## src/rtl/safe_pkg.sv

```systemverilog
// safe_pkg: shared types and constants for the PIN safe front-end.
// Imported by the request interface, the arbiter and the controller.
package safe_pkg;

  localparam int PIN_W    = 16;
  localparam int NIBBLE_W = 4;
  localparam int NIBBLES  = 4;

  typedef enum logic [3:0] {
    IDLE,
    RSTSAFE,
    SEND0,
    SEND1,
    SEND2,
    SEND3,
    CHECK,
    HOLD,
    RELOCK,
    PENALTY,
    DEAD
  } ctrl_state_t;

  // Nibble k of a PIN, k=0 being the most significant.
  function automatic logic [NIBBLE_W-1:0] pin_nibble(
    input logic [PIN_W-1:0] pin,
    input logic [1:0]       k
  );
    logic [NIBBLE_W-1:0] n;
    unique case (k)
      2'd0: n = pin[15:12];
      2'd1: n = pin[11:8];
      2'd2: n = pin[7:4];
      2'd3: n = pin[3:0];
    endcase
    return n;
  endfunction

endpackage

```

## src/rtl/safe_seq_ctrl_if.sv

```systemverilog
// safe_seq_ctrl_if: requester-side request/response bundle.
// master = requesters, slave = controller.
interface safe_seq_ctrl_if #(
  parameter int NREQ = 2
) ();
  import safe_pkg::*;

  localparam int IDW = (NREQ > 1) ? $clog2(NREQ) : 1;

  logic [NREQ-1:0]       req_valid;
  logic [PIN_W*NREQ-1:0] req_pin;
  logic [NREQ-1:0]       req_ready;
  logic                  resp_valid;
  logic [IDW-1:0]        resp_id;
  logic                  resp_ok;

  modport master (
    output req_valid,
    output req_pin,
    input  req_ready,
    input  resp_valid,
    input  resp_id,
    input  resp_ok
  );

  modport slave (
    input  req_valid,
    input  req_pin,
    output req_ready,
    output resp_valid,
    output resp_id,
    output resp_ok
  );

endinterface

```

## src/rtl/safe_rr_arbiter.sv

```systemverilog
// safe_rr_arbiter: round-robin pick among NREQ requesters.
// The search start pointer only moves when a grant is taken.
module safe_rr_arbiter #(
  parameter  int NREQ = 2,
  localparam int IDW  = (NREQ > 1) ? $clog2(NREQ) : 1
) (
  input  logic            clk,
  input  logic            reset,
  input  logic [NREQ-1:0] req_i,
  input  logic            advance_i,
  output logic [NREQ-1:0] grant_o,
  output logic [IDW-1:0]  grant_idx_o,
  output logic            grant_vld_o
);

  logic [IDW-1:0] ptr_q;
  logic [IDW-1:0] ptr_d;

  function automatic int wrap_idx(input int base, input int off);
    return (base + off) % NREQ;
  endfunction

  // First active request at or after the pointer, wrapping.
  always_comb begin
    grant_o     = '0;
    grant_idx_o = '0;
    grant_vld_o = 1'b0;
    for (int i = 0; i < NREQ; i++) begin
      for (int j = 0; j < NREQ; j++) begin
        if (!grant_vld_o && req_i[j] &&
            j == wrap_idx(int'(ptr_q), i)) begin
          grant_vld_o = 1'b1;
          grant_o[j]  = 1'b1;
          grant_idx_o = IDW'(j);
        end
      end
    end
  end

  // Next search starts just past the winner.
  always_comb begin
    ptr_d = ptr_q;
    if (int'(grant_idx_o) == NREQ - 1) ptr_d = '0;
    else ptr_d = IDW'(int'(grant_idx_o) + 1);
  end

  // Pointer register, moved only on a taken grant.
  always_ff @(posedge clk) begin
    if (reset) ptr_q <= '0;
    else if (advance_i && grant_vld_o) ptr_q <= ptr_d;
  end

endmodule

```

## src/rtl/safe_seq_ctrl.sv

```systemverilog
// safe_seq_ctrl: arbitrated front-end that streams PINs into the safe,
// reports pass/fail, and applies penalty, lockout and relock policy.
module safe_seq_ctrl
  import safe_pkg::*;
#(
  parameter  int NREQ           = 2,
  parameter  int LOCKOUT_CYCLES = 16,
  parameter  int HOLD_CYCLES    = 8,
  parameter  int MAX_FAILS      = 3,
  localparam int IDW  = (NREQ > 1) ? $clog2(NREQ) : 1,
  localparam int FCW  = $clog2(MAX_FAILS + 1),
  localparam int MAXT = (LOCKOUT_CYCLES > HOLD_CYCLES) ?
                        LOCKOUT_CYCLES : HOLD_CYCLES,
  localparam int TW   = $clog2(MAXT + 1)
) (
  input  logic                clk,
  input  logic                reset,
  safe_seq_ctrl_if.slave      bus,
  output logic                safe_reset,
  output logic [NIBBLE_W-1:0] safe_din,
  output logic                safe_din_valid,
  input  logic                safe_unlocked,
  output logic                locked_out,
  output logic [FCW-1:0]      fail_count
);

  ctrl_state_t      state_q, state_d;
  logic [TW-1:0]    timer_q, timer_d;
  logic [FCW-1:0]   fail_q, fail_d;
  logic [PIN_W-1:0] pin_q;
  logic [IDW-1:0]   id_q;

  logic [NREQ-1:0]  grant;
  logic [IDW-1:0]   grant_idx;
  logic             grant_vld;
  logic             idle;
  logic             accept;
  logic [PIN_W-1:0] sel_pin;

  safe_rr_arbiter #(
    .NREQ(NREQ)
  ) u_arb (
    .clk        (clk),
    .reset      (reset),
    .req_i      (bus.req_valid),
    .advance_i  (accept),
    .grant_o    (grant),
    .grant_idx_o(grant_idx),
    .grant_vld_o(grant_vld)
  );

  assign idle          = (state_q == IDLE) && !reset;
  assign bus.req_ready = idle ? grant : '0;
  assign accept        = idle && grant_vld;
  assign fail_count    = reset ? '0 : fail_q;

  // PIN of the current arbitration winner.
  always_comb begin
    sel_pin = '0;
    for (int i = 0; i < NREQ; i++) begin
      if (grant[i]) sel_pin = bus.req_pin[PIN_W*i +: PIN_W];
    end
  end

  // Sequencing, timers and failure bookkeeping.
  always_comb begin
    state_d = state_q;
    timer_d = timer_q;
    fail_d  = fail_q;
    unique case (state_q)
      IDLE:    if (accept) state_d = RSTSAFE;
      RSTSAFE: state_d = SEND0;
      SEND0:   state_d = SEND1;
      SEND1:   state_d = SEND2;
      SEND2:   state_d = SEND3;
      SEND3:   state_d = CHECK;
      CHECK: begin
        if (safe_unlocked) begin
          fail_d  = '0;
          state_d = HOLD;
          timer_d = TW'(HOLD_CYCLES - 1);
        end else begin
          if (fail_q != FCW'(MAX_FAILS)) fail_d = fail_q + 1'b1;
          if (fail_d == FCW'(MAX_FAILS)) begin
            state_d = DEAD;
          end else begin
            state_d = PENALTY;
            timer_d = TW'(LOCKOUT_CYCLES - 1);
          end
        end
      end
      HOLD: begin
        if (timer_q == '0) state_d = RELOCK;
        else timer_d = timer_q - 1'b1;
      end
      RELOCK:  state_d = IDLE;
      PENALTY: begin
        if (timer_q == '0) state_d = IDLE;
        else timer_d = timer_q - 1'b1;
      end
      DEAD:    state_d = DEAD;
      default: state_d = IDLE;
    endcase
  end

  // Safe-side drive and result pulse; everything quiet in reset.
  always_comb begin
    safe_reset     = reset;
    safe_din       = '0;
    safe_din_valid = 1'b0;
    bus.resp_valid = 1'b0;
    bus.resp_id    = '0;
    bus.resp_ok    = 1'b0;
    locked_out     = 1'b0;
    if (!reset) begin
      unique case (state_q)
        RSTSAFE, RELOCK, PENALTY: safe_reset = 1'b1;
        SEND0: begin
          safe_din_valid = 1'b1;
          safe_din       = pin_nibble(pin_q, 2'd0);
        end
        SEND1: begin
          safe_din_valid = 1'b1;
          safe_din       = pin_nibble(pin_q, 2'd1);
        end
        SEND2: begin
          safe_din_valid = 1'b1;
          safe_din       = pin_nibble(pin_q, 2'd2);
        end
        SEND3: begin
          safe_din_valid = 1'b1;
          safe_din       = pin_nibble(pin_q, 2'd3);
        end
        CHECK: begin
          bus.resp_valid = 1'b1;
          bus.resp_id    = id_q;
          bus.resp_ok    = safe_unlocked;
        end
        DEAD: begin
          safe_reset = 1'b1;
          locked_out = 1'b1;
        end
        default: ;
      endcase
    end
  end

  // State, timer, fail count and latched request.
  always_ff @(posedge clk) begin
    if (reset) begin
      state_q <= IDLE;
      timer_q <= '0;
      fail_q  <= '0;
      pin_q   <= '0;
      id_q    <= '0;
    end else begin
      state_q <= state_d;
      timer_q <= timer_d;
      fail_q  <= fail_d;
      if (accept) begin
        pin_q <= sel_pin;
        id_q  <= grant_idx;
      end
    end
  end

endmodule

```

## src/flat_wrapper.sv

```systemverilog
// flat-port wrapper written by rule: the top's interface ports become plain ports
module safe_seq_ctrl_flat import safe_pkg::*;
#(
  parameter  int NREQ           = 2,
  parameter  int LOCKOUT_CYCLES = 16,
  parameter  int HOLD_CYCLES    = 8,
  parameter  int MAX_FAILS      = 3,
  localparam int IDW  = (NREQ > 1) ? $clog2(NREQ) : 1,
  localparam int FCW  = $clog2(MAX_FAILS + 1),
  localparam int MAXT = (LOCKOUT_CYCLES > HOLD_CYCLES) ?
                        LOCKOUT_CYCLES : HOLD_CYCLES,
  localparam int TW   = $clog2(MAXT + 1)
)
  (clk, reset, safe_reset, safe_din, safe_din_valid, safe_unlocked, locked_out, fail_count, bus_req_valid, bus_req_pin, bus_req_ready, bus_resp_valid, bus_resp_id, bus_resp_ok);
  safe_seq_ctrl_if #(.NREQ(NREQ)) bus_i ();
  input  logic clk;
  input  logic reset;
  output logic safe_reset;
  output logic [NIBBLE_W-1:0] safe_din;
  output logic safe_din_valid;
  input  logic safe_unlocked;
  output logic locked_out;
  output logic [FCW-1:0] fail_count;
  input wire logic [$bits(bus_i.req_valid)-1:0] bus_req_valid;
  input wire logic [$bits(bus_i.req_pin)-1:0] bus_req_pin;
  output wire logic [$bits(bus_i.req_ready)-1:0] bus_req_ready;
  output wire logic [$bits(bus_i.resp_valid)-1:0] bus_resp_valid;
  output wire logic [$bits(bus_i.resp_id)-1:0] bus_resp_id;
  output wire logic [$bits(bus_i.resp_ok)-1:0] bus_resp_ok;
  assign bus_i.req_valid = bus_req_valid;
  assign bus_i.req_pin = bus_req_pin;
  assign bus_req_ready = bus_i.req_ready;
  assign bus_resp_valid = bus_i.resp_valid;
  assign bus_resp_id = bus_i.resp_id;
  assign bus_resp_ok = bus_i.resp_ok;
  safe_seq_ctrl #(.NREQ(NREQ), .LOCKOUT_CYCLES(LOCKOUT_CYCLES), .HOLD_CYCLES(HOLD_CYCLES), .MAX_FAILS(MAX_FAILS)) u_core (.clk(clk), .reset(reset), .bus(bus_i), .safe_reset(safe_reset), .safe_din(safe_din), .safe_din_valid(safe_din_valid), .safe_unlocked(safe_unlocked), .locked_out(locked_out), .fail_count(fail_count));
endmodule
```

## config.mk

```make
export PLATFORM = sky130hd
export DESIGN_NAME = safe_seq_ctrl_flat
export DESIGN_NICKNAME = d
export VERILOG_FILES = /design/src/rtl/safe_pkg.sv /design/src/rtl/safe_seq_ctrl_if.sv /design/src/rtl/safe_rr_arbiter.sv /design/src/rtl/safe_seq_ctrl.sv /design/src/flat_wrapper.sv
export SDC_FILE = /design/constraint.sdc
export NUM_CORES = 1
export LEC_CHECK = 0
export BUFFER_PORTS_ARGS = -buffer_cell sky130_fd_sc_hd__buf_2
export CAP_MARGIN = 20
export CELL_PAD_IN_SITES_DETAIL_PLACEMENT = 2
export CELL_PAD_IN_SITES_GLOBAL_PLACEMENT = 2
export CORE_MARGIN = 10
export CORE_UTILIZATION = 29
export CTS_CLUSTER_SIZE = 25
export DETAILED_ROUTE_END_ITERATION = 16
export PLACE_DENSITY = 0.9
export RECOVER_POWER = 50
export SYNTH_ARGS = -nofsm -noshare
export SYNTH_HDL_FRONTEND = slang
export SYNTH_SLANG_ARGS = --single-unit
```

## constraint.sdc

```tcl
create_clock -name clk -period 2 [get_ports clk]
set_input_delay 0.3 -clock clk [delete_from_list [all_inputs] [get_ports clk]]
set_output_delay 0.3 -clock clk [all_outputs]
set_load 0.05 [all_outputs]
```

==> results of run 1 <==
## Yosys cell counts, types with 2 or more instances
cell type,count
a21oi_1,11
buf_2,3
nor2_1,30
a31o_2,2
mux2i_1,4
buf_6,3
inv_1,10
or3_1,3
a22o_1,4
and3_1,2
clkbuf_1,7
ha_1,2
nor3_1,4
o21ai_0,7
nand2_1,4
nand2b_1,2
a211oi_1,2
nor2b_1,2
dfxtp_1,29
a222oi_1,20
## metrics by stage
stage	setup TNS (ns)	utilization, %	area [um2]
global placement	0	37.34	1919
detailed placement	-0.2319	37.34	1919
global route	-1.115	43.67	2245
floorplan	-0.1330	-	1568
finish	-0.5711	43.67	2245
CTS	-0.3051	42.19	2168
## area by class of cell
class	count	area, um2
clock buffer	6	82.58
sequential	29	593.1
timing repair buffer	73	479.2
fill	578	2895
clock inverter	2	37.54
inverter	10	41.29
tap	70	87.58
multi-input combinational	124	923.4
## flip-flops by register name, summed over array words and instances, names as in the netlist
name and cells:
u_core.state_q 4, u_core.id_q 1, u_core.fail_q 2, u_core.u_arb.ptr_q 1
u_core.timer_q 5, u_core.pin_q 16
## cell usage in the layout, fill, tap and decap left out, types with 3 or more instances in the layout
master,netlist,layout
buf_2,3,41
nor2_1,30,26
dfxtp_1,29,25
buf_4,0,21
a222oi_1,20,20
a21oi_1,11,11
inv_1,10,9
buf_6,3,9
o21ai_0,7,6
clkbuf_8,0,6
a22o_1,4,4
nor2_2,0,4
mux2i_1,4,4
nand2_1,4,4
nor3_2,0,3
or3_1,3,3
dfxtp_4,0,3
## logic make-up (layout without fill, tap and decap cells)
| family | count (synthesis) | count (layout) |
|---|---|---|
| fa+ha+maj | 2 | 2 |
| flops | 29 | 29 |
| mux | 4 | 4 |
| buf+inv | 23 | 91 |
| compound gates | 59 | 59 |
| simple gates | 59 | 59 |
## worst min-delay path by stage
stage / start / end / depth (start not counted)
after floorplan: safe_unlocked / u_core.fail_q[1]$_SDFFE_PP0N_ / 1
after global routing: bus_req_pin[17] / u_core.pin_q[1]$_SDFFE_PP0P_ / 3
after CTS: bus_req_pin[27] / u_core.pin_q[11]$_SDFFE_PP0P_ / 3
final: bus_req_pin[21] / u_core.pin_q[5]$_SDFFE_PP0P_ / 3
after global placement: u_core.id_q$_SDFFE_PP0P_ / u_core.id_q$_SDFFE_PP0P_ / 1
after detailed placement: u_core.id_q$_SDFFE_PP0P_ / u_core.id_q$_SDFFE_PP0P_ / 1
## power by group
part / switching [uW] / total [uW] / internal, uW
logic: 329 / 550 / 221
registers: 56.8 / 685 / 628
clock network: 253 / 658 / 405
## worst max-delay path: stages, from the launching register on
cell and delay (ns):
dfxtp_4 0.38, and3b_2 0.25, a22o_1 0.27, a222oi_1 0.44, nor2_2 0.09, buf_6 0.17
## timing repair
| action | 4_1_cts | 5_1_grt |
|---|---|---|
| hold buffers | 0 | 0 |
| pin swaps | 10 | 10 |
| buffers inserted | 7 | 4 |
| resized for setup | 25 | 13 |
| endpoints found under the setup margin | 10 | 22 |
## layer usage
layer / vias up / wire length [um]
li1: 819 / -
met1: 913 / 3356
met2: 94 / 4413
met3: 27 / 370
met4: 0 / 405
met5: - / 0
==> summary.txt, run 1 <==
Vias/cell - 5.901
Total GRT Usage - 18.47%
Final nets - 282
pre-CTS setup slack - -0.06610 ns
RR Startpoint - u_core.state_q[2]$_SDFFE_PP0P_
Max Slew Vio Count - 0
crit path from - u_core.state_q[2]$_SDFFE_PP0P_
min Tclk post-route - 2.191 ns
Mean Syn Cell Area - 8.815 um2
first-pass GRT wire length - 12.25 mm
area share of the largest cell type after synthesis - 37.42%
Site Rows - 26
synthesized-area fraction occupied by and/or/nand/nor cells - 19.44%
GR peak layer - met2
TritonCTS clock tree - yes
final wirelength - 8.545 mm
Vias - 1853
post-DR wirelength/cell - 27.21 um
Final Skew - 0.006600 ns
initial antenna violation count - 0
Final ANT Viol Nets - 0
Initial Util - 30.19%
FFs w/ async S/R, synth - 0%
Area Overhead vs Synth - 44.68%
ys flop type - dfxtp_1
XOR/XNOR share of the synthesized area - 0%
TritonCTS Buffers - 5
worst-path maximum fanout - 5
largest net degree at the start of global routing - 26
Clock Sinks - 29
r2r setup slk - -0.04 ns
Synthesis Warnings - 0
Worst Setup EP - safe_din[2]
# placed instances - 295
final hold violations - 0
largest family of logic cells by synthesized area - compound AO/OA/AOI/OAI gates
# IOs - 51
Period Utilization, post-route - 109.5%
remaining global-route overflow - 0
area leader, netlist - dfxtp_1
Critical Path RT - 1.70 ns
number of H-tree levels - 2
die width - 93.15 um
Die Y - 93.15 um
synthesized area - 1551 um2
Clk Latency, worst-skew pair - 0.29 ns
kind of critical path - flop to output pin
mux cell area share after synthesis - 2.581%
port bufs - 50
Slew HR - 71.64%
share of the yosys chip area belonging to registers - 37.42%
post-detail-place hpwl - 5.022 mm
final hold slack - 0.2903 ns
leakage power - 0.0009460 uW
Reg clk slew, reported paths - 0.07 ns
Reg-to-Reg End - u_core.pin_q[8]$_SDFFE_PP0P_
max-cap violation count - 0
pin slew with the least headroom to its limit - 0.4254 ns
die area - 8676 um2
Design Power - 1893 uW
CP startpoint kind - flop
met3 Use GR - 3.038%
worst r2r path cells - 6
Inserted Diodes - 0
critical path endpoint category - output pin
Arrival @ worst endpoint - 1.89 ns
Tightest Hold Check Type - primary input to flop
failing checks - setup timing
M2 GR Usage - 33.06%
Post-Synthesis Cells - 176
Layout Cells excl Fill - 314
Power Density - 843.4 nW/um2
GR Layer Usage met1 - 19.99%
share of post-route cells with drive strength above 1 - 43.03%
Final WS setup - -0.1906 ns
post-synthesis compound-gate area fraction - 31.69%
Area contributors post-synth - dfxtp_1 (37%), a222oi_1 (13%), nor2_1 (7.3%), a21oi_1 (3.5%), mux2i_1 (2.6%)
Mapped Nets - 215
Clock Path Buffers - 2
initial DRC count - 258
Root Driver - clkbuf_8
core area - 5140 um2
Max IR drop VDD - 0.4169 mV
unrepaired setup endpoints after global routing - yes
Residual DRC - 0
DR pass1 iterations - 6
Post-synth EDFFs - 0
Fmax achieved - 0.4565 GHz
FF+latch count, synth - 29
routability congestion estimate - 0.7880
Netlist cell types - 45
post-synthesis adder-cell area fraction - 1.613%
vias in the first global route - 2065
final count of negative-setup-slack endpoints - 7
status - finished, violations left
Note: power is estimated with default switching activity, not from simulation.
==> run 2: changes to the inputs <==
--- a/config.mk
+++ b/config.mk
@@ -7,2 +7,3 @@
 export LEC_CHECK = 0
+export ABC_AREA = 1
 export BUFFER_PORTS_ARGS = -buffer_cell sky130_fd_sc_hd__buf_2
@@ -11,7 +12,8 @@
 export CELL_PAD_IN_SITES_GLOBAL_PLACEMENT = 2
+export CORE_ASPECT_RATIO = 2
 export CORE_MARGIN = 10
-export CORE_UTILIZATION = 29
+export CORE_UTILIZATION = 26
 export CTS_CLUSTER_SIZE = 25
 export DETAILED_ROUTE_END_ITERATION = 16
-export PLACE_DENSITY = 0.9
+export PLACE_DENSITY = 0.89
 export RECOVER_POWER = 50
==> constraint.sdc (replaced) <==
create_clock -name clk -period 2 [get_ports clk]
set_input_delay 0.4 -clock clk [delete_from_list [all_inputs] [get_ports clk]]
set_output_delay 0.4 -clock clk [all_outputs]
set_load 0.05 [all_outputs]
==> summary.txt, run 2 <==
Area Overhead vs Synth - 41.30%
ys flop type - dfxtp_1
pin slew with the least headroom to its limit - 0.5351 ns
number of flip-flops in the largest register - 16
CP most frequent cell - nand3_1
worst-path maximum fanout - 7
Final nets - 394
Max IR drop VDD - 0.4214 mV
FF+latch count, synth - 29
TritonCTS clock tree - yes
post-DR wirelength/cell - 19.52 um
Period Utilization, post-route - 102.6%
core area - 6674 um2
die width - 78.68 um
TritonCTS Buffers - 5
Netlist cell types - 27
port bufs - 50
Post-Synthesis Cells - 293
final hold violations - 0
routability congestion estimate - 0.8465
Arrival @ worst endpoint - 1.65 ns
min Tclk post-route - 2.051 ns
Final ANT Viol Nets - 0
share of post-route cells with drive strength above 1 - 31.46%
commonest non-fill, non-tap cells in the layout - nand2_1 (74), buf_2 (42), nand3_1 (34), inv_1 (31), a21oi_1 (28)
Fmax achieved - 0.4875 GHz
status - finished, violations left
area share of the largest cell type after synthesis - 32.42%
Core Util, Final - 37.91%
Clock Path Buffers - 2
Area contributors post-synth - dfxtp_1 (32%), nand2_1 (17%), nand3_1 (10%), a21oi_1 (7.8%), inv_1 (7.1%)
number of H-tree levels - 2
Die Y - 137.4 um
largest net degree at the start of global routing - 19
final count of negative-setup-slack endpoints - 5
first-pass GRT wire length - 12.36 mm
Total GRT Usage - 14.59%
FFs w/ async S/R, synth - 0%
Reg clk slew, reported paths - 0.05 ns
Design Power - 2155 uW
Layout Cells excl Fill - 444
RR Startpoint - u_core.state_q[3]$_SDFFE_PP0P_
Clk Latency, worst-skew pair - 0.29 ns
critical path endpoint category - output pin
# placed instances - 427
Power Density - 851.7 nW/um2
hold wc startpoint - u_core.fail_q[0]$_SDFFE_PP0N_
max-cap violation count - 0
initial antenna violation count - 0
commonest non-fill, non-tap cell in the layout - nand2_1
DR pass1 iterations - 4
failing checks - setup timing
# IOs - 51
vias in the first global route - 2498
Mapped Nets - 332
crit path max-delay cell type - dfxtp_2
synthesized area - 1790 um2
area leader, netlist - dfxtp_1
Vias/cell - 5.052
unrepaired setup endpoints after global routing - yes
Post-Layout Inst Area - 2530 um2
die area - 10810 um2
dpl cell area - 2155 um2
Critical Path RT - 1.60 ns
Site Rows - 42
remaining global-route overflow - 0
final wirelength - 8.668 mm
Residual DRC - 0
Max Slew Vio Count - 0
Tightest Hold Check Type - flop to flop
Final WS setup - -0.05109 ns
Mean Syn Cell Area - 6.111 um2
CTS Hold Bufs - 0
Post-synth EDFFs - 0
Vias - 2243
CP startpoint kind - flop
Post-synth top cells - nand2_1 (83), nand3_1 (36), inv_1 (34)
crit-path max cell delay - 0.43 ns
Synthesis Warnings - 0
Root Driver - clkbuf_16
worst path cell trace - inv_4 > nor2_4 > nand3_1 > nand3_1 > a21oi_1 > nor2_1 > buf_6
Final Skew - 0.003524 ns
Clock Sinks - 29
Top reg by flops - u_core.pin_q
most frequent cell after synthesis - nand2_1
post-detail-place hpwl - 5.794 mm
kind of critical path - flop to output pin
share of the yosys chip area belonging to registers - 32.42%
Slew HR - 64.24%
initial DRC count - 98
Top Registers - u_core.pin_q (16), u_core.timer_q (5), u_core.state_q (4)
Initial Util - 26.83%
leakage power - 0.001200 uW
Inserted Diodes - 0
crit path from - u_core.state_q[2]$_SDFFE_PP0P_
[run 2: cell families (layout without fill, tap and decap cells)]
logic type               count (synthesis)  after routing  synth area share, %
AND/OR/NAND/NOR                        158            158                38.50
XOR/XNOR                                 1              1               0.4893
AO/OA/AOI/OAI                           53             53                15.58
flip-flops                              29             29                32.43
adder cells (fa/ha/maj)                  2              2                1.397
buffers and inverters                   50            113                11.60
[run 2: area by class of cell]
| class | instances | area (um2) |
|---|---|---|
| inverters | 40 | 172.7 |
| repair buffers | 65 | 412.9 |
| flip-flops and latches | 29 | 590.6 |
| well taps | 88 | 110.1 |
| fillers | 866 | 4144 |
| multi-input cells | 214 | 1105 |
| clock inverters | 2 | 10.01 |
| clock buffers | 6 | 128.9 |
[run 2: repair_timing]
item	4_1_cts	5_1_grt
buffers inserted	1	8
gates cloned	0	0
hold endpoints to repair	0	0
pin swaps	4	12
setup endpoints to repair	9	10
resized for setup	31	23
[run 2: metrics by stage]
step	worst slack [ns]	hold WS (ns)	setup TNS, ns
3_5_place_dp	0.01597	0.4661	0
5_1_grt	-0.1387	0.4932	-0.7171
6_report	-0.05109	0.4726	-0.1381
3_3_place_gp	0.1505	0.4551	0
2_1_floorplan	0.06599	0.4445	0
4_1_cts	-0.02155	0.4732	-0.02155
[run 2: layer usage]
| layer | vias up | GRT usage, % | share of wire [%] |
|---|---|---|---|
| met3 | 34 | 2.611 | 3.3 |
| met4 | 0 | 9.319 | 7.1 |
| met2 | 61 | 29.83 | 59 |
| met5 | - | 0 | 0 |
| met1 | 1085 | 12.07 | 31 |
| li1 | 1063 | - | - |
[run 2: worst paths after layout]
| path | slack, ns | end | cells past startpoint |
|---|---|---|---|
| worst max-delay path | -0.05 | safe_din[2] | 7 |
| worst min-delay path | 0.47 | u_core.fail_q[0]$_SDFFE_PP0N_ | 2 |
| worst max register to register | 0.30 | u_core.state_q[0]$_SDFFE_PP0P_ | 9 |
| worst min register to register | 0.47 | u_core.fail_q[0]$_SDFFE_PP0N_ | 2 |
[run 2: power breakdown]
part	switching, uW	internal, uW	leakage, uW	total, uW
Combinational	489	237	0.000892	727
Clock	273	456	0.0000706	728
Sequential	60.6	639	0.000238	699
[run 2: critical path, delay by kind of cell, from the launching register on]
kind,cells,cell delay [ns]
buffers and inverters,2,0.26
and+or+nand+nor,4,0.63
DFF,1,0.43
AOI/OAI and AO/OA,1,0.06
